<file path="src/rtl/ir_cursor_ctrl.sv">
// rtl/ir_cursor_ctrl.sv - IR remote command to cursor/selection controller with hold-off lock-out
// Optional wrap-around at the ends of the cursor range: define IR_CURSOR_WRAP_EN.
module ir_cursor_ctrl #(
    parameter int N_POS   = 8,
    parameter int POS_W   = 3,
    parameter int HOLDOFF = 1000
) (
    input  logic             clk,
    input  logic             rst,
    input  logic             cdleft,
    input  logic             cdright,
    input  logic             cdsel,
    input  logic             cdrst,
    output logic [POS_W-1:0] pos,
    output logic [N_POS-1:0] pos_onehot,
    output logic             sel_valid,
    output logic [POS_W-1:0] sel_pos,
    output logic             sel_pulse,
    output logic             busy
);

    localparam int TW = (HOLDOFF > 1) ? $clog2(HOLDOFF) : 1;
    localparam logic [TW-1:0]    HOLD_LOAD = TW'((HOLDOFF > 0) ? HOLDOFF - 1 : 0);
    localparam logic [POS_W-1:0] LAST      = POS_W'(N_POS - 1);

    typedef enum logic [1:0] {IDLE, EXEC, HOLD} state_t;
    typedef enum logic [1:0] {C_CLR, C_SEL, C_LEFT, C_RIGHT} cmd_t;

    state_t          state, state_nxt;
    cmd_t            cmd_r, ev_cmd;
    logic [3:0]      cmd_q, cmd_p, ev;
    logic [TW-1:0]   timer;
    logic [POS_W-1:0] pos_nxt;

    // Bit order {clear, select, left, right}; stored active-high, so reset value means "all released"
    always_ff @(posedge clk or negedge rst) begin
        if (!rst) begin
            cmd_q <= '0;
            cmd_p <= '0;
        end else begin
            cmd_q <= ~{cdrst, cdsel, cdleft, cdright};
            cmd_p <= cmd_q;
        end
    end

    assign ev = cmd_q & ~cmd_p;

    always_comb begin
        ev_cmd = C_RIGHT;
        if (ev[3])      ev_cmd = C_CLR;
        else if (ev[2]) ev_cmd = C_SEL;
        else if (ev[1]) ev_cmd = C_LEFT;
    end

    always_ff @(posedge clk or negedge rst) begin
        if (!rst) state <= IDLE;
        else      state <= state_nxt;
    end

    always_comb begin
        state_nxt = state;
        case (state)
            IDLE:    if (|ev) state_nxt = EXEC;
            EXEC:    state_nxt = (HOLDOFF == 0) ? IDLE : HOLD;
            HOLD:    if (timer == '0) state_nxt = IDLE;
            default: state_nxt = IDLE;
        endcase
    end

    always_comb begin
        busy = (state != IDLE);
    end

    always_ff @(posedge clk or negedge rst) begin
        if (!rst) begin
            timer <= '0;
            cmd_r <= C_CLR;
        end else begin
            if (state == IDLE && |ev)
                cmd_r <= ev_cmd;
            if (state == EXEC)
                timer <= HOLD_LOAD;
            else if (state == HOLD && timer != '0)
                timer <= timer - TW'(1);
        end
    end

    // Cursor arithmetic is clamped to 0..N_POS-1 so unused codes of POS_W are never reached
    always_comb begin
        pos_nxt = pos;
        if (state == EXEC) begin
            case (cmd_r)
                C_CLR: pos_nxt = '0;
                C_LEFT: begin
                    if (pos == '0)
`ifdef IR_CURSOR_WRAP_EN
                        pos_nxt = LAST;
`else
                        pos_nxt = '0;
`endif
                    else
                        pos_nxt = pos - POS_W'(1);
                end
                C_RIGHT: begin
                    if (pos >= LAST)
`ifdef IR_CURSOR_WRAP_EN
                        pos_nxt = '0;
`else
                        pos_nxt = LAST;
`endif
                    else
                        pos_nxt = pos + POS_W'(1);
                end
                default: pos_nxt = pos;
            endcase
        end
    end

    always_ff @(posedge clk or negedge rst) begin
        if (!rst) begin
            pos        <= '0;
            pos_onehot <= N_POS'(1);
            sel_valid  <= 1'b0;
            sel_pos    <= '0;
            sel_pulse  <= 1'b0;
        end else begin
            pos        <= pos_nxt;
            pos_onehot <= N_POS'(1) << pos_nxt;
            sel_pulse  <= (state == EXEC) && (cmd_r == C_SEL);
            if (state == EXEC && cmd_r == C_SEL) begin
                sel_pos   <= pos;
                sel_valid <= 1'b1;
            end else if (state == EXEC && cmd_r == C_CLR) begin
                sel_pos   <= '0;
                sel_valid <= 1'b0;
            end
        end
    end

endmodule

</file>
<file path="config.mk">
export PLATFORM = sky130hd
export DESIGN_NAME = ir_cursor_ctrl
export DESIGN_NICKNAME = d
export VERILOG_FILES = /design/src/rtl/ir_cursor_ctrl.sv
export SDC_FILE = /design/constraint.sdc
export NUM_CORES = 1
export LEC_CHECK = 0
export BUFFER_PORTS_ARGS = -buffer_cell sky130_fd_sc_hd__buf_2
export CORE_UTILIZATION = 30
export CTS_CLUSTER_SIZE = 24
export DETAILED_ROUTE_END_ITERATION = 6
export PLACE_DENSITY = 0.51
export SYNTH_ARGS = -nofsm -noshare
export SYNTH_HDL_FRONTEND = slang
export SYNTH_SLANG_ARGS = --single-unit
</file>
<file path="constraint.sdc">
create_clock -name clk -period 4.5 [get_ports clk]
set_input_delay 0.225 -clock clk [delete_from_list [all_inputs] [get_ports clk]]
set_output_delay 0.225 -clock clk [all_outputs]
set_load 0.02 [all_outputs]
</file>
Word level (Yosys, flattened, before mapping)
Cells that the tools add are included.
Storage, ports and cells
  register bits after elaboration: 38
  bits of input ports: 6
  output and inout bits: 17
  logic and storage cells: 55
Operators by class
  $add $sub $neg: 3
  $lt $le $gt $ge: 1
  eq/ne operators: 7
  shift operators: 1
  mux-type cells: 16
  bitwise logic cells: 3
  reduce and logical (&&, ||, !) cells: 14
Operator list (number)
  2-to-1 mux 10 bit: 2
  2-to-1 mux 3 bit: 5
  logical NOT 10 bit: 1
  nonzero test 10 bit: 1
  subtractor 10 x 1 -> 10 bit (second input constant): 1
  one-hot mux 3 bit (3 select lines): 1
  2-to-1 mux 2 bit: 4
  NOT 4 bit: 2
  << shifter 1 x 3 -> 8 bit (first input constant): 1
  == test 2 bit (second input constant): 3
  one-hot mux 2 bit (3 select lines): 1
  nonzero test 2 bit: 3
  AND 4 bit: 1
  == test 2 x 1 -> 1 bit (second input constant): 2
  logical AND 1 bit: 4
  logical NOT 2 bit: 2
  != test 2 bit (second input constant): 2
  OR reduction 4 bit: 1
  adder 3 x 1 -> 3 bit (second input constant): 1
  greater-or-equal comparator 3 bit (second input constant): 1
  logical NOT 3 bit: 1
  2-to-1 mux 1 bit: 3
  subtractor 3 x 1 -> 3 bit (second input constant): 1
  AND reduction 2 bit: 1

Logic depth before layout (Yosys ltp)
  word-level depth: 5
  depth in mapped cells: 9
  mapped depth without buffers: 9

Worst setup path after synthesis
No wires, ideal clock.
  path type: register to register
  from: register pos[0]
  to: register pos_onehot[7]
  setup time: 0.120 ns
  arrival: 1.721 ns
  required time: 4.380 ns
  slack: 2.659 ns
  cell stages (with the launch flop): 8
  buffers on the path: 0
  clock period less this slack: 1.841 ns
  cells stage by stage: dfrtp_1 -> ha_1 -> ha_1 -> a31oi_1 -> a21oi_1 -> a211oi_2 -> inv_2 -> and3_1
Between the ends
  word-level cells in the longest chain between the ends: 5
  elaborated cells on any way between the ends: 9
  classes of those cells: add/sub (2); order compare (1); shift (1); mux (4); reduce/logical (1)
RTL lines
  start: declaration: RTL line 14  | output logic [POS_W-1:0] pos,
  start signal: assignment: RTL line 127  | pos <= pos_nxt;
  adder 3 x 1 -> 3 bit (tied with other cells): RTL line 112  | pos_nxt = pos + POS_W'(1);
  2-to-1 mux 3 bit, on equally long branches: RTL line 105, 95
  one-hot mux 3 bit (3 select lines): RTL line 92  | case (cmd_r)
  2-to-1 mux 3 bit *: RTL line 91  | if (state == EXEC) begin
  named net pos_nxt[0]: RTL line 33  | logic [POS_W-1:0] pos_nxt;
  << shifter 1 x 3 -> 8 bit *: RTL line 128  | pos_onehot <= N_POS'(1) << pos_nxt;
  end signal: assignment: RTL line 128
  end: declaration: RTL line 15  | output logic [N_POS-1:0] pos_onehot,
Mark *: on every way through the listed nets, which the timed path passes. The rest lies on a longest branch.
A chain may end at the register's enable or synchronous reset.

Worst setup path in the final report
Same ends and word-level chain as after synthesis.

==> results list <==
* Run status: completed
* YS warnings: 0
- Finished layout cell area: 2040 um^2
- Of the total power, the share spent switching nets is 39.8%.
- P_int: approximately 0.77 mW
* Achievable frequency: approximately 0.51 GHz
- Data required time of the critical path: 4.68 ns
- Worst-path cell with the longest stage delay: sky130_fd_sc_hd__dfrtp_1
- The filler cells instantiated in the layout total 575.
* Type of the most critical hold path: in2async
- Across every metal layer, demand over resource in global routing totals 11.9%.
- Synthesis-to-finish area growth: 16.1%
- Mean cell area of the mapped netlist: 11.0 um^2
* First-pass GRT wire length: 5620 um
* Total routed wirelength: roughly 3100 um
* Share of the clock period used by the worst path after layout: 43.7%
- Worst Path Class, Setup: reg2reg
- The share of synthesized area in the top cell type comes to a little over half.
- In this run the standard cell core region covers 5570 um^2.
- In this run, flip-flops and latches consume a little over two fifths of the power.
- The initial utilization of the core area, before any placement, comes to 31.6%.
- Yosys cell types: 47
* Global-route congestion overflow total: 0
- After synthesis the netlist holds a flip-flop and latch count of 38.
- Counting every net in the synthesized netlist gives approximately 170.
* Post-route DRC: 0
- Between clock sinks in the finished design, the worst skew comes to 0.00430 ns.
* CP max FO: 7
* Count of buffers inserted at the top-level ports: 22
- Dividing total power by cell area gives a power density of 629 nW/um^2.
* Final hold slack: roughly 0.035 ns
- The synthesized design spends more area on one cell type than any other, namely sky130_fd_sc_hd__dfrtp_1.
- Measured against its own limit, the worst slew margin works out to 44.5%.
* Leakage component of the power: 0.972 nW
- For the pin with the worst max-slew slack, the measured transition is 0.832 ns.
* Quantity of hold-fixing buffers added after cts: 0
- Row generation in the floorplan step produced 27 rows.
* Post-synthesis cell count: 160
- Using the TritonRoute via totals, the vias-per-cell ratio works out to roughly 4.7.
- Once the clock tree was built, the setup fixing pass inserted 0 buffers.
- No sink is reached through more buffers than the 2 on the longest clock path.
* Maximum vdd ir drop: around 330 uV
- For this run, asynchronously set or reset flops after synthesis account for 100%.
- Critical path capture point type: register
- For the worst-skew pair, the clock arrives at the later sink with an insertion delay of 0.29 ns.
* Routability congestion estimate from global placement: 0.746
* Estimated wirelength of the detail-placed design: roughly 2200 um
- Initial antenna violation count: 0
- Cell at the root of the clock tree: sky130_fd_sc_hd__clkbuf_8
- Initial DRT Pass Iterations: 4
* Leading post-synthesis cells by cell area: sky130_fd_sc_hd__dfrtp_1 (53%), sky130_fd_sc_hd__ha_1 (5.0%), sky130_fd_sc_hd__inv_1 (2.8%)
- Summed over all nets, the switching power comes to between 0.5 and 0.6 mW.
* Number of clock buffers inserted by TritonCTS: 5
- Net count of the finished layout: between 150 and 200
- Total power consumption of the routed design: 1.29 mW
- Number of enable-type register cells in the synthesized netlist: 0
- The repair_antennas step left the layout with diodes totalling 0.
- Synth cell count leaders: sky130_fd_sc_hd__dfrtp_1 (37), sky130_fd_sc_hd__inv_1 (13), sky130_fd_sc_hd__nand2_1 (10)
* Endpoints failing setup: 0
- After synthesis, flip-flops and latches occupy 54.1% of the total area.
- Critical path arrival: 2.14 ns
- Depth of the CTS H-tree: 2
* Layout cell share with drive strength beyond 1: 25.0%
- Most common flop cell mapped by yosys: sky130_fd_sc_hd__dfrtp_1
- The number of pins with negative max-slew slack in the final report was 0.
* Antenna violation net count after detailed routing: 0
- In this run, the combinational gates consume a little over a third of the power.
* Total number of vias: 1215
- Critical Path Max Stage Delay: roughly 0.46 ns
- Min Clock Period, post-route: 1.97 ns
- After synthesis the cells add up to 1760 um^2.
- Together, buffers and inverters on the worst path number 1.
- Post-cts gate resize count: 0
- TritonCTS built the clock tree.
* Die area: 6180 um^2
* Part of the power in the clock network: 22.7%
- After detailed routing, the average wire length per cell comes to between 10 and 15 um.
* Most prevalent standard cell on the critical path: sky130_fd_sc_hd__ha_1
* Count of pins on the block boundary: 23
- For this block, the initial DRC count from the detailed router was 75.
* Series of cell instances along the critical path: ha_1, ha_1, a31oi_1, a21oi_1, a211oi_2, inv_2, and3_1
- Setup repair after global routing left no endpoint under its margin.
* Most frequent cell after synthesis: sky130_fd_sc_hd__dfrtp_1
* Cell Area, Placed: 1930 um^2
- Final Hold Violating Endpoints: 0
- Number of max-capacitance violations reported: 0
- The worst setup path is launched from a register.
* Number of global-route vias before repair: ~1200
- Worst-path clk slew: approximately 0.08 ns
- Die width: 78.6 um
- Entering global routing, the biggest net connects 39 pins.
- Counting every sink on the clock net gives 38.
* Final-layout setup total negative slack: 0 ns
- The die is 78.6 um tall.
- Grouping stages by cell kind, the critical path spends the most delay in compound AO/OA/AOI/OAI gates.
-- worst paths after layout --
kind,slack [ns],start,cells after the start,end
setup / recovery,2.53,pos[0],7,pos_onehot[7]
hold / removal,0.03,rst,1,timer[1]
setup reg to reg,2.53,pos[0],7,pos_onehot[7]
hold reg to reg,0.38,cmd_q[0],0,cmd_p[0]
max in group asynchronous,3.94,rst,1,pos[1]
min in group clk,0.07,cdsel,2,cmd_q[2]
-- placed cells by master, fill, tap and decap left out, types with 2 or more instances in the layout --
master / count
sky130_fd_sc_hd__dfrtp_1: 37
sky130_fd_sc_hd__buf_2: 22
sky130_fd_sc_hd__inv_1: 13
sky130_fd_sc_hd__nand2_1: 10
sky130_fd_sc_hd__nor2_1: 9
sky130_fd_sc_hd__o21ai_1: 7
sky130_fd_sc_hd__nand2b_1: 7
sky130_fd_sc_hd__ha_1: 7
sky130_fd_sc_hd__and3_1: 6
sky130_fd_sc_hd__nor3_1: 5
sky130_fd_sc_hd__clkbuf_8: 5
sky130_fd_sc_hd__a31oi_1: 4
sky130_fd_sc_hd__a21oi_1: 4
sky130_fd_sc_hd__o21ai_0: 4
sky130_fd_sc_hd__nand3_1: 4
sky130_fd_sc_hd__a21oi_2: 3
sky130_fd_sc_hd__nor2b_1: 2
sky130_fd_sc_hd__inv_2: 2
sky130_fd_sc_hd__and4_1: 2
sky130_fd_sc_hd__xnor2_1: 2
sky130_fd_sc_hd__clkinvlp_4: 2
-- per-layer routing --
metal  wire length, um  GRT usage [%]  share of wire [%]  up-vias
met4                26           4.44               0.83        0
met2              1350           17.0                 43       20
met1              1620           16.0                 52      589
met3               152           4.65                4.8        4
met5                 0              0                  0        -
li1                  -              -                  -      602
-- sequential cells by signal, summed over array words and instances (netlist names) --
signal and cells:
cmd_p 4, cmd_q 4, cmd_r 2, pos 3, pos_onehot 8, sel_pos 3, sel_pulse 1, sel_valid 1
state 2, timer 10
-- cells by family after synthesis --
kind of cell | after synthesis | synth area share [%]
AO/OA/AOI/OAI | 35 | 14.4
buffers and inverters | 21 | 4.90
multiplexers | 2 | 1.21
adder cells (fa/ha/maj) | 7 | 4.97
XOR/XNOR | 2 | 0.995
AND/OR/NAND/NOR | 55 | 19.4
flip-flops | 38 | 54.1
-- worst register-to-register path, cell delays in order (launching register included) --
cell,delay [ns]
sky130_fd_sc_hd__dfrtp_1,0.46
sky130_fd_sc_hd__ha_1,0.24
sky130_fd_sc_hd__ha_1,0.18
sky130_fd_sc_hd__a31oi_1,0.24
sky130_fd_sc_hd__a21oi_1,0.13
sky130_fd_sc_hd__a211oi_2,0.32
sky130_fd_sc_hd__inv_2,0.11
sky130_fd_sc_hd__and3_1,0.18
-- power groups by stage --
| stage | registers, mW | clock network, mW | logic, mW |
|---|---|---|---|
| after floorplan | 0.568 | 0 | 0.308 |
| after global placement | 0.550 | 0 | 0.456 |
| after detailed placement | 0.547 | 0 | 0.459 |
| after CTS | 0.543 | 0.303 | 0.460 |
| after global routing | 0.564 | 0.313 | 0.511 |
| final | 0.541 | 0.292 | 0.452 |
-- stage by stage --
step | cells | utilization (%) | setup slack [ns]
floorplan | 160 | - | 2.66
global placement | 248 | 34.6 | 2.63
detailed placement | 248 | 34.6 | 2.54
CTS | 256 | 36.7 | 2.52
global route | 256 | 36.7 | 2.35
finish | 256 | 36.7 | 2.53
-- layout make-up --
class                   instances  area (um^2)  share of cell area, %
clock buffers                   5         68.8                   3.37
clock inverters                 3         45.0                   2.20
inverters                      15         56.3                   2.75
multi-input cells             101          722                   35.3
flip-flops and latches         38          952                   46.6
well taps                      72         90.1                   4.41
repair buffers                 22          110                   5.39
Power figures use the tool's default switching activity.
